[src/rtl/time_set_ctrl.sv]
// time_set_ctrl -- interactive mm:ss editor for a seconds/minutes counter.
//
// A set press snapshots the live time into four edit registers. While
// editing, right/left move a one-hot cursor across the digits and inc/dec
// step the digit under it: tens wrap 0..5, ones wrap 0..9. A second set
// press commits the edit with a one-clock load strobe. Editing is abandoned
// without a strobe after TIMEOUT_S seconds with no button activity.
//
// Ports
//   clk, rst_n                      clock, async active-low reset
//   set/right/left/inc/dec_btn      debounced button levels (active-high)
//   sec_tick                        one-clock pulse per second
//   cur_min_tens..cur_sec_ones      live time from the counter
//   load_min_tens..load_sec_ones    edit registers, presented to the counter
//   load_stb                        one-clock pulse: counter loads load_*
//   set_status                      high while snapshotting or editing
//   set_id                          one-hot cursor (bit3 = min tens)
//   set_num                         digit under the cursor, zero-extended
//   dbg_state                       FSM state (0 IDLE, 1 SNAP, 2 EDIT, 3 COMMIT)
//
// Timing: button levels are sampled into r_lvl on edge N. The event
// (r_lvl & ~r_prev) is then present for one cycle, so its effect shows on
// every registered output after edge N+1. A level held high produces only
// one event.
module time_set_ctrl #(
  parameter int unsigned TIMEOUT_S = 30
) (
  input  logic       clk,
  input  logic       rst_n,
  input  logic       set_btn,
  input  logic       right_btn,
  input  logic       left_btn,
  input  logic       inc_btn,
  input  logic       dec_btn,
  input  logic       sec_tick,
  input  logic [2:0] cur_min_tens,
  input  logic [3:0] cur_min_ones,
  input  logic [2:0] cur_sec_tens,
  input  logic [3:0] cur_sec_ones,
  output logic [2:0] load_min_tens,
  output logic [3:0] load_min_ones,
  output logic [2:0] load_sec_tens,
  output logic [3:0] load_sec_ones,
  output logic       load_stb,
  output logic       set_status,
  output logic [3:0] set_id,
  output logic [3:0] set_num,
  output logic [1:0] dbg_state
);

  typedef enum logic [1:0] {
    S_IDLE   = 2'd0,
    S_SNAP   = 2'd1,
    S_EDIT   = 2'd2,
    S_COMMIT = 2'd3
  } state_t;

  localparam logic [7:0] TO_LIM = 8'(TIMEOUT_S);

  // Event bit order: 4 set, 3 right, 2 left, 1 inc, 0 dec
  logic [4:0] r_lvl, r_prev, w_evt;
  state_t     r_state, w_next_state;
  logic [1:0] r_cursor, w_cursor;   // 0 = min tens .. 3 = sec ones
  logic [7:0] r_to, w_to;
  logic [2:0] w_mt, w_st;
  logic [3:0] w_mo, w_so;
  logic [3:0] w_digit;

  assign w_evt     = r_lvl & ~r_prev;
  assign dbg_state = r_state;

  function automatic logic [2:0] tens_step(input logic [2:0] v, input logic up);
    if (up) return (v >= 3'd5) ? 3'd0 : v + 3'd1;
    else    return (v == 3'd0) ? 3'd5 : v - 3'd1;
  endfunction

  function automatic logic [3:0] ones_step(input logic [3:0] v, input logic up);
    if (up) return (v >= 4'd9) ? 4'd0 : v + 4'd1;
    else    return (v == 4'd0) ? 4'd9 : v - 4'd1;
  endfunction

  always_ff @(posedge clk or negedge rst_n) begin
    if (!rst_n) begin
      r_lvl  <= '0;
      r_prev <= '0;
    end else begin
      r_lvl  <= {set_btn, right_btn, left_btn, inc_btn, dec_btn};
      r_prev <= r_lvl;
    end
  end

  always_comb begin
    w_next_state = r_state;
    w_cursor     = r_cursor;
    w_to         = r_to;
    w_mt         = load_min_tens;
    w_mo         = load_min_ones;
    w_st         = load_sec_tens;
    w_so         = load_sec_ones;
    case (r_state)
      S_IDLE: begin
        if (w_evt[4]) w_next_state = S_SNAP;
      end
      S_SNAP: begin
        w_mt         = cur_min_tens;
        w_mo         = cur_min_ones;
        w_st         = cur_sec_tens;
        w_so         = cur_sec_ones;
        w_cursor     = 2'd0;
        w_to         = 8'd0;
        w_next_state = S_EDIT;
      end
      S_EDIT: begin
        // Only the highest-priority event acts; the rest are dropped.
        if (w_evt[4]) begin
          w_next_state = S_COMMIT;
        end else if (w_evt[3]) begin
          w_cursor = r_cursor + 2'd1;
        end else if (w_evt[2]) begin
          w_cursor = r_cursor - 2'd1;
        end else if (w_evt[1] || w_evt[0]) begin
          case (r_cursor)
            2'd0:    w_mt = tens_step(load_min_tens, w_evt[1]);
            2'd1:    w_mo = ones_step(load_min_ones, w_evt[1]);
            2'd2:    w_st = tens_step(load_sec_tens, w_evt[1]);
            default: w_so = ones_step(load_sec_ones, w_evt[1]);
          endcase
        end
        // Any button activity restarts the inactivity timer and wins
        // over a timeout that would expire in the same cycle.
        if (|w_evt) begin
          w_to = 8'd0;
        end else begin
          if (sec_tick && (r_to < TO_LIM)) w_to = r_to + 8'd1;
          if (r_to >= TO_LIM) w_next_state = S_IDLE;
        end
      end
      default: begin
        w_next_state = S_IDLE;
      end
    endcase
  end

  always_comb begin
    w_digit = 4'd0;
    case (w_cursor)
      2'd0:    w_digit = {1'b0, w_mt};
      2'd1:    w_digit = w_mo;
      2'd2:    w_digit = {1'b0, w_st};
      default: w_digit = w_so;
    endcase
  end

  // Outputs are registered from next-state values so they track r_state.
  always_ff @(posedge clk or negedge rst_n) begin
    if (!rst_n) begin
      r_state       <= S_IDLE;
      r_cursor      <= 2'd0;
      r_to          <= 8'd0;
      load_min_tens <= '0;
      load_min_ones <= '0;
      load_sec_tens <= '0;
      load_sec_ones <= '0;
      load_stb      <= 1'b0;
      set_status    <= 1'b0;
      set_id        <= '0;
      set_num       <= '0;
    end else begin
      r_state       <= w_next_state;
      r_cursor      <= w_cursor;
      r_to          <= w_to;
      load_min_tens <= w_mt;
      load_min_ones <= w_mo;
      load_sec_tens <= w_st;
      load_sec_ones <= w_so;
      load_stb      <= (w_next_state == S_COMMIT);
      set_status    <= (w_next_state == S_SNAP) || (w_next_state == S_EDIT);
      set_id        <= (w_next_state == S_EDIT) ? (4'b1000 >> w_cursor) : 4'b0000;
      set_num       <= (w_next_state == S_EDIT) ? w_digit : 4'd0;
    end
  end

endmodule

[config.mk]
export PLATFORM = sky130hd
export DESIGN_NAME = time_set_ctrl
export DESIGN_NICKNAME = d
export VERILOG_FILES = /design/src/rtl/time_set_ctrl.sv
export SDC_FILE = /design/constraint.sdc
export NUM_CORES = 1
export LEC_CHECK = 0
export BUFFER_PORTS_ARGS = -buffer_cell sky130_fd_sc_hd__buf_2
export CORE_MARGIN = 2
export CORE_UTILIZATION = 46
export DETAILED_ROUTE_END_ITERATION = 6
export PLACE_DENSITY = 0.67
export SLEW_MARGIN = 20
export SYNTH_ARGS = -nofsm -noshare
export SYNTH_HDL_FRONTEND = slang
export SYNTH_SLANG_ARGS = --single-unit
[constraint.sdc]
create_clock -name clk -period 6.75 [get_ports clk]
set_input_delay 0.3375 -clock clk [delete_from_list [all_inputs] [get_ports clk]]
set_output_delay 0.3375 -clock clk [all_outputs]
set_load 0.02 [all_outputs]
== Word-level counts from Yosys, hierarchy flattened ==
Cells that the tools add are included.
Word-level totals
  register bits after elaboration: 46
  output and inout bits: 26
Operators by class
  add/subtract/negate cells: 11
  magnitude comparators: 6
  equality and inequality tests: 10
  shift operators: 1
  multiplexer cells: 51
  bitwise logic cells: 2
  reduce and logical (&&, ||, !) cells: 14
Operator list (number)
  $mux 4: 18
  $mux 3: 16
  $mux 8: 2
  $pmux 4 s2: 2
  $pmux 8 s2: 1
  $mux 2: 7
  $pmux 3 s2: 2
  $pmux 4 s3: 1
  $eq 2x2->1 const B: 5
  $add 4x1->4 const B: 2
  $add 8x1->8 const B: 1
  $eq 2x1->1 const B: 4
  $ge 4x4->1 const B: 2
  $ge 8x5->1 const B: 1
  $logic_not 4->1: 2
  $lt 8x5->1 const B: 1
  $sub 4x1->4 const B: 2
  $add 3x1->3 const B: 2
  $ge 3x3->1 const B: 2
  $logic_not 2->1: 3
  $logic_not 3->1: 2
  $pmux 2 s3: 1
  $sub 3x1->3 const B: 2
  $and 5x5->5: 1
  other kinds (12): 13

== Logic depth before layout (Yosys ltp) ==
Gate-level depths: netlist (run 1).
  word-level depth: 11
  depth in mapped cells: 11
  mapped depth without buffers: 11

== Worst setup path after synthesis (run 1) ==
OpenSTA, ideal clock, no wires.
  kind: register -> register
  start point: reg r_state[0], in the netlist dbg_state[0]
  end point: reg set_num[3]
  data arrival time: 2.108 ns
  data required time: 6.629 ns
  slack: 4.521 ns
  cell stages (with the launch flop): 9
  buffers on the path: 1
  clock period less this slack: 2.229 ns
  cells stage by stage: dfrtp_1 inv_1 ha_1 clkbuf_1 a21oi_1 or3_1 ha_1 nor2b_1 a22o_1
On the way
  longest elaborated chain between the ends: 6
  elaborated cells on any way between the ends: 17
Ends and longest elaborated chain
  start: declaration: line 62  | state_t r_state, w_next_state;
  start signal: assignment: line 169  | r_state <= w_next_state;
  $mux 2: line 115  | if (w_evt[4]) begin
  $mux 2: line 135  | if (r_to >= TO_LIM) w_next_state = S_IDLE;
  $mux 2: line 131  | if (|w_evt) begin
  $pmux 2 s3: line 100  | case (r_state)
  $eq 2x2->1: line 179  | set_num <= (w_next_state == S_EDIT) ? w_digit : 4'd0;
  $mux 4 (*): line 179
  end signal: assignment: line 179
  end: declaration: line 47  | output logic [3:0] set_num,
Every way passes the cells marked *; elsewhere a longest branch is shown, timed or not.
A chain may end at the register's enable or synchronous reset.

== Worst setup path in the final report (run 1) ==
  start point: reg r_prev[1]
  end point: reg set_num[2]
On the way
  longest elaborated chain between the ends: 11
  elaborated cells on any way between the ends: 37
Ends and longest elaborated chain
  start: declaration: line 61  | logic [4:0] r_lvl, r_prev, w_evt;
  start signal: assignment: line 88  | r_prev <= r_lvl;
  $not 5->5 (*): line 69  | assign w_evt = r_lvl & ~r_prev;
  $and 5x5->5 (*): line 69
  $mux 3: line 73  | if (up) return (v >= 3'd5) ? 3'd0 : v + 3'd1;
  $mux 3: line 122  | case (r_cursor)
  $mux 3 (*): line 121  | end else if (w_evt[1] || w_evt[0]) begin
  $mux 3 (*): line 119  | end else if (w_evt[2]) begin
  $mux 3 (*): line 117  | end else if (w_evt[3]) begin
  $mux 3 (*): line 115
  $pmux 3 s2 (*): line 100
  named net w_mt[2]: line 65  | logic [2:0] w_mt, w_st;
  $pmux 4 s3 (*): line 146  | case (w_cursor)
  $mux 4 (*): line 179
Mark *: on every way through the listed nets, which the timed path passes. The rest lies on a longest branch.

==> flow_summary.ini, run 1 <==
[worst_setup_path]
r2r_cells = 6
crit_fanout = 19
crit_arrival_ns = 2.94
worstSetupPathType = flop to flop
startpoint_type = flop
required_ns = 6.89
endpoint_kind = flop

[synthesis]
yosys_register_bits = 46
synth_edf_count = 0
synth_top_cell_by_area = dfrtp_1
synth_commonest_cells = dfrtp_1, ha_1, inv_1
synth.most_common_cell = dfrtp_1
synth_cells = 302
yosysWarnings = 0
syn_nets = 351
synth_top_cell_area_share = 0.3979
async_reset_ff_frac = 1.000
syn_avg_cell_area_sq_um = 9.579
ys_seq_area_frac = 0.3979
synth_top_flop_cell = dfrtp_1
netlist_area_sq_um = 2893
synthTopCellsByArea = dfrtp_1, ha_1, o21ai_0
yosysUniqueCellTypes = 55

[clock_network]
cts_buffers = 5
insertion_delay_ns = 0.31
cts_resized = 0
cts_tree = built
cts_post_setup_buffers_inserted = 0
clk_path_buf_depth = 2
cts.sinks = 46
h-tree-depth = 2
postCtsHoldBufs = 0
cts_root_buf = clkbuf_8
clk_pin_slew_ns = 0.09

[floorplanning]
die_area_sq_um = 6939
start_util = 0.4829
die_w_um = 83.30
die_h_um = 83.30
core_sq_um = 5991
ioPinCount = 48
row_count = 28

[route]
drc_errors = 0
drt_wl_total_um = 7202
drt_iter0_drc = 188
routedWlPerCell_um = 17.07
routed-wl-met2_um = 3253
top_layer = met4
met1_length_um = 3359
drt-pass1-iter-count = 5
dr_total_vias = 2532
dr_wl_met3_um = 533
vias_per_cell = 6.000
detail-route-antenna-nets = 0

[global_route]
grt_pass1_vias = 2364
antenna_found_initial = 0
grt_max_degree = 47
grt_pass1_wl_um = 12010
grt_usage = 0.2116
grt-ovfl-total = 0

[sta]
finalClockSkew_ns = 0.007939
rsz0062_at_grt = false
finalCriticalPeriod_ns = 2.792
worst_slew_pin_slew_ns = 0.8029
finalHoldViolCount = 0
slew_viol_final = 0
setup_tns_ns = 0
slew_headroom = 0.4647
hold_slack_ns = 0.01993
fin_crit_sh = 0.4136
setup_viol = 0
timing.fmax_ghz = 0.3582

[placed_design]
dp_hpwl_um = 5218
io_buffers = 47
place_inst = 414
gp_congestion = 0.8522

[final_layout]
diodes = 0
areaGrowthSynthToFinish_pct = 13.67
fin_util = 0.5489
n_fill_cell = 557
multi_input_area_sq_um = 1602
regArea_sq_um = 1151
finalNonFillerCells = 422
drive_gt1_frac = 0.1844
layout.nets = 395

[pwr]
power_density_nw_per_um2 = 394.7
p_leak_nw = 1.574
p_total_w = 0.001298
vdd_ir_drop_max_v = 0.0001989

[job]
max-cap-violations = 0

[hold_path]
worstHoldPathType = input port to asynchronous set/reset pin

[outcome]
status = finished clean
==> final cells by class <==
class,instances,area share
inverters,25,0.02854
multi-input cells,221,0.4871
well taps,75,0.02854
flip-flops and latches,46,0.3501
clock inverters,2,0.01142
repair buffers,47,0.07230
clock buffers,6,0.02207
==> worst paths after layout <==
kind	start	end	slack [ns]
max reg2reg	r_prev[1]	set_num[2]	3.96
min	rst_n	r_to[0]	0.02
min reg2reg	r_lvl[4]	r_prev[4]	0.38
max in group asynchronous	rst_n	set_id[2]	6.32
max	r_prev[1]	set_num[2]	3.96
min in group clk	inc_btn	r_lvl[1]	0.13
==> through the flow <==
step                setup slack [ns]  instance area (sq um)
CTS                            3.960                   3286
global route                   3.797                   3288
floorplan                      4.521                   2893
global placement               3.995                   3176
detailed placement             3.984                   3176
finish                         3.958                   3288
==> critical path, stage by stage, from the launching register on <==
cell	delay (ns)
dfrtp_1	0.41
nand2b_1	0.52
a2111o_1	0.66
o311a_1	0.39
a211o_1	0.26
a32oi_1	0.24
a31oi_1	0.14
==> registers in the layout, summed over array words and instances (netlist names), 4 cells and up <==
name / cells
load_sec_ones: 4
load_min_ones: 4
set_num: 4
set_id: 4
r_to: 8
r_lvl: 5
r_prev: 5
==> power breakdown <==
part / total [W] / switching (W) / internal, W
Combinational: 0.000681 / 0.000432 / 0.000249
Sequential: 0.000408 / 0.0000748 / 0.000334
Clock: 0.000209 / 0.0000982 / 0.000111
==> cells in the final DEF (no fill, tap or decap), drive strengths merged, types with 5 or more instances in the layout <==
| master | count |
|---|---|
| a21oi | 11 |
| a221o | 6 |
| a41oi | 6 |
| and2 | 8 |
| and3 | 11 |
| buf | 47 |
| clkbuf | 6 |
| dfrtp | 46 |
| ha | 27 |
| inv | 25 |
| nand2 | 19 |
| nand2b | 5 |
| nand3 | 11 |
| nand4 | 6 |
| nor2 | 13 |
| nor2b | 7 |
| nor3 | 5 |
| o211ai | 5 |
| o21ai | 24 |
| o31ai | 7 |
==> kinds of logic after synthesis <==
| family | Yosys count | synth area share |
|---|---|---|
| DFF | 46 | 0.3979 |
| muxes | 4 | 0.01427 |
| adders and majority gates | 27 | 0.1168 |
| and+or+nand+nor | 97 | 0.1804 |
| xor gates and xnor gates | 1 | 0.003028 |
| buffers and inverters | 35 | 0.04844 |
| AOI/OAI and AO/OA | 92 | 0.2392 |
==> layer usage <==
| layer | GRT usage | vias to the layer above |
|---|---|---|
| met1 | 0.3153 | 1211 |
| li1 | - | 1209 |
| met2 | 0.3204 | 106 |
| met4 | 0.03577 | 0 |
| met5 | 0 | - |
| met3 | 0.04573 | 6 |
No activity file was read; power rests on OpenSTA's default activity.
==> inputs of run 2 (changes only) <==
- PLACE_DENSITY: 0.67 -> 0.7
- clock period: 6.75 -> 2.3 ns (I/O delays scaled with it)
==> run 2 against run 1 <==
  * First-iteration DRC count is 14% higher
  * Sequential power rose to 2.7 times the previous value
  * Sequential share of layout area decreased by 3.2 points
  * Die area is the same
  * Register-to-register slack lost 3.9 ns
  * Combinational power rose to 3.6 times the previous value
  * Setup slack got worse by 3.9 ns
  * Utilization is 5.5 points higher
  * Worst hold slack gained 0.052 ns
  * Critical endpoint unchanged
  * Global-route usage grew 1.7 points
==> flow_summary.ini, run 2 (synthesized netlist as in run 1, its figures left out) <==
[clock_network]
clk_pin_slew_ns = 0.09
cts_buffers = 5
cts_tree = built
insertion_delay_ns = 0.30
cts_root_buf = clkbuf_8
cts.sinks = 46
h-tree-depth = 2
clk_path_buf_depth = 2

[global_route]
grt_pass1_wl_um = 12920
grt_usage = 0.2288
grt_max_degree = 40
antenna_found_initial = 0
grt_pass1_vias = 2674
grt-ovfl-total = 0

[pwr]
power_density_nw_per_um2 = 1120
seq_power_share = 0.277
clkPwrFrac = 0.125
p_int_w = 0.002182
p_leak_nw = 1.767
p_total_w = 0.004051
vdd_ir_drop_max_v = 0.0007159
p_comb_frac = 0.598
switchingPower_w = 0.001870
netSwitchingFraction = 0.4615

[route]
routedWlPerCell_um = 16.91
detail-route-antenna-nets = 0
dr_total_vias = 2707
drt_wl_total_um = 7796
vias_per_cell = 5.872
drc_errors = 0
drt-pass1-iter-count = 5
drt_iter0_drc = 214

[final_layout]
layout.nets = 434
areaGrowthSynthToFinish_pct = 25.00
top_register = r_to
n_fill_cell = 516
largest_registers = r_to: 8 flops, r_lvl: 5 flops, r_prev: 5 flops
final_cell_mix = buf_2, dfrtp_1, buf_4
drive_gt1_frac = 0.2746
finalNonFillerCells = 461
fin_util = 0.6036
largest_reg_flops = 8
final_common_cell = buf_2
multi_input_area_sq_um = 1644
diodes = 0
regArea_sq_um = 1151

[sta]
slew_viol_final = 0
slew_headroom = 0.6748
timing.fmax_ghz = 0.4516
finalCriticalPeriod_ns = 2.214
worst_slew_pin_slew_ns = 0.4877
finalHoldViolCount = 0
hold_slack_ns = 0.07215
setup_tns_ns = 0
fin_crit_sh = 0.9627
setup_viol = 0
finalClockSkew_ns = 0.004496

[worst_setup_path]
worst_path_largest_cell_delay_ns = 0.53
required_ns = 2.48
endpoint_kind = flop
cp_cell_sequence = nor2b_1, a2111o_1, o311a_1, a211o_1, a32oi_1, a31oi_1
cp_slowest_cell = a2111o_1
r2r_cells = 6
crit_fanout = 5
crit_arrival_ns = 2.39
startpoint_type = flop
worstSetupPathType = flop to flop

[placed_design]
place_inst = 444
gp_congestion = 0.9119
io_buffers = 47
dp_hpwl_um = 5836

[outcome]
status = finished clean

[floorplanning]
die_area_sq_um = 6939
die_h_um = 83.30
start_util = 0.4829
row_count = 28
core_sq_um = 5991
ioPinCount = 48
die_w_um = 83.30

[hold_path]
hold_depth = 3
worstHoldPathType = input port to flop

[job]
max-cap-violations = 0
[run 2: cell types whose count changed in the layout (fill, tap and decap cells not counted), sizes merged]
cell         before  now
bufinv            1    0
dlygate4sd3       0    6
clkinv            0    2
buf              47   80
clkbuf            6    5
[run 2: final cells by class]
type                            count  area share
Sequential cell                    46      0.3183
Clock buffer                        5     0.01903
Tap cell                           75     0.02595
Clock inverter                      3    0.005882
Timing Repair Buffer               86      0.1502
Inverter                           25     0.02595
Multi-Input combinational cell    221      0.4547
[run 2: worst paths after layout]
check | slack [ns] | to | start
setup / recovery | 0.09 | set_num[2] | r_lvl[4]
hold / removal | 0.07 | load_sec_tens[2] | cur_sec_tens[2]
setup reg to reg | 0.09 | set_num[2] | r_lvl[4]
hold reg to reg | 0.38 | r_prev[4] | r_lvl[4]
max in group asynchronous | 1.35 | r_prev[0] | rst_n
min in group asynchronous | 0.19 | r_lvl[1] | rst_n
[run 2: critical path, delay by kind of cell (launching register included)]
kind | cells | cell delay, ns
compound gates | 5 | 1.51
simple gates | 1 | 0.20
flops | 1 | 0.38
[run 2: per-stage QoR]
stage / area [sq um] / setup slack (ns)
4_1_cts: 3553 / 0.06111
3_3_place_gp: 3401 / 0.03679
6_report: 3616 / 0.08589
3_5_place_dp: 3401 / 0.01831
2_1_floorplan: 2893 / 0.07142
5_1_grt: 3616 / -0.002412
[run 2: metal layers]
metal	global-route usage	part of all wire	vias to the layer above
met2	0.3754	0.47	99
met1	0.2980	0.43	1286
met4	0.09091	0.035	0
li1	-	-	1294
met5	0	0	-
met3	0.04374	0.061	28
[run 2: timing repair]
action	CTS	global route
cloned	0	0
gates resized for setup	1	10
hold buffers	6	0
hold endpoints to repair	12	0
buffers inserted	0	3
endpoints found under the setup margin	1	4
pin swaps	0	2
[run 2: power by group through the flow]
| stage | clock network [W] | registers [W] | logic, W |
|---|---|---|---|
| global route | 0.000546 | 0.00115 | 0.00268 |
| CTS | 0.000519 | 0.00112 | 0.00232 |
| finish | 0.000508 | 0.00112 | 0.00242 |
| global placement | 0 | 0.00113 | 0.00226 |
| floorplan | 0 | 0.00133 | 0.00127 |
| detailed placement | 0 | 0.00114 | 0.00229 |
==> inputs of run 3 (changes only) <==
==> constraint.sdc (replaced) <==
create_clock -name clk -period 2.3 [get_ports clk]
set_input_delay 0 -clock clk [delete_from_list [all_inputs] [get_ports clk]]
set_output_delay 0 -clock clk [all_outputs]
set_load 0.02 [all_outputs]
==> run 3 against run 2 <==
  * Die area is the same
  * Global-route usage grew 1.2 points
  * Combinational power grew 2%
  * Non-clock buffer count grew 5
  * Largest power group unchanged
==> flow_summary.ini, run 3 (synthesized netlist as in run 1, its figures left out) <==
[final_layout]
layout.nets = 439
largest_reg_flops = 8
drive_gt1_frac = 0.2839
n_fill_cell = 533
regArea_sq_um = 1151
diodes = 0
areaGrowthSynthToFinish_pct = 27.34
top_register = r_to
final_cell_mix = buf_2, dfrtp_1, buf_4
finalNonFillerCells = 466
multi_input_area_sq_um = 1668
fin_util = 0.6149
final_common_cell = buf_2
largest_registers = r_to: 8 flops, r_lvl: 5 flops, r_prev: 5 flops

[floorplanning]
row_count = 28
ioPinCount = 48
die_w_um = 83.30
die_h_um = 83.30
core_sq_um = 5991
start_util = 0.4829
die_area_sq_um = 6939

[hold_path]
min_from = cur_sec_ones[3]
worstHoldPathType = input port to flop
hold_depth = 3

[worst_setup_path]
cp_num_cells = 6
startpoint_type = flop
worstSetupPathType = flop to flop
cpLargestDelayFamily = compound AO/OA/AOI/OAI gates
cp_cell_sequence = nand2b_1, a2111o_1, o311a_1, a211o_1, a32oi_1, a31oi_1
path_buf_inv = 0
crit_arrival_ns = 2.38
rr_startpoint = r_prev[0]
worst_path_largest_cell_delay_ns = 0.52
crit_fanout = 4
endpoint_kind = flop
crit_start = r_prev[0]
cp_slowest_cell = a2111o_1
r2r_cells = 6
required_ns = 2.48

[sta]
fin_crit_sh = 0.9578
finalHoldViolCount = 0
setup_viol = 0
slew_viol_final = 0
finalClockSkew_ns = 0.007119
setup_tns_ns = 0
fin_ws_ns = 0.09713
slew_headroom = 0.6012
rsz0062_at_grt = true
finalCriticalPeriod_ns = 2.203
worst_slew_pin_slew_ns = 0.5982
timing.fmax_ghz = 0.4540

[route]
routed-wl-met2_um = 3981
routedWlPerCell_um = 17.59
top_layer = met4
drc_errors = 0
detail-route-antenna-nets = 0
vias_per_cell = 5.888
drt-pass1-iter-count = 5
drt_wl_total_um = 8196
dr_total_vias = 2744
met1_length_um = 3559
dr_wl_met3_um = 471
drt_iter0_drc = 273

[pwr]
p_leak_nw = 1.795
p_total_w = 0.004098
vdd_ir_drop_max_v = 0.0007486
power_density_nw_per_um2 = 1113

[global_route]
grt_pass1_vias = 2719
grt_max_degree = 26
grt-ovfl-total = 0
antenna_found_initial = 0
grt_usage = 0.2407
grt_pass1_wl_um = 13460

[placed_design]
gp_congestion = 0.9144
post-place-ws_ns = 0.01450
place_inst = 444
dp_hpwl_um = 5964
io_buffers = 47

[clock_network]
h-tree-depth = 2
insertion_delay_ns = 0.30
clk_path_buf_depth = 2
cts_root_buf = clkbuf_8
cts_tree = built
cts.sinks = 46
clk_pin_slew_ns = 0.09
cts_buffers = 5

[job]
max-cap-violations = 0

[outcome]
status = finished clean
## run 3: path summary, 6_finish.rpt
path	endpoint	slack, ns
min reg2reg	r_prev[2]	0.39
min in group asynchronous	load_min_tens[0]	0.23
max	set_num[2]	0.1
min	load_sec_ones[3]	0.03
max in group asynchronous	r_prev[4]	1.32
max reg2reg	set_num[2]	0.1
## run 3: routing by layer
metal / GRT usage / vias up
met1: 0.3156 / 1316
met2: 0.4084 / 112
li1: - / 1293
met4: 0.07303 / 0
met3: 0.03976 / 23
met5: 0 / -
## run 3: stage by stage
stage,cell area [sq um],hold WS (ns)
after CTS,3592,0.02984
after global routing,3684,0.03757
after floorplan,2893,-0.2956
after detailed placement,3401,0.03164
final,3684,0.02963
after global placement,3401,0.03092
## run 3: power by group
group	internal, W	switching, W	leakage (nW)
clock network	0.000215	0.000288	0.0452
logic	0.00101	0.00146	1.14
registers	0.000980	0.000146	0.606
total	0.00220	0.00190	1.80
## run 3: repair_timing
action | CTS | global route
hold endpoints to repair | 33 | 0
pin swaps | 0 | 2
setup buffers | 0 | 4
endpoints found under the setup margin | 1 | 4
resized for setup | 2 | 14
hold buffers | 10 | 0
## run 3: layout make-up
class | count | area share
multi-input combinational | 221 | 0.4528
sequential | 46 | 0.3125
timing repair buffer | 91 | 0.1603
inverter | 25 | 0.02548
tap | 75 | 0.02548
clock buffer | 6 | 0.01970
clock inverter | 2 | 0.003736
## run 3: worst min-delay path, delay by kind of cell
family	cells	cell delay, ns
buffers and inverters	1	0.08
AOI/OAI and AO/OA	2	0.20
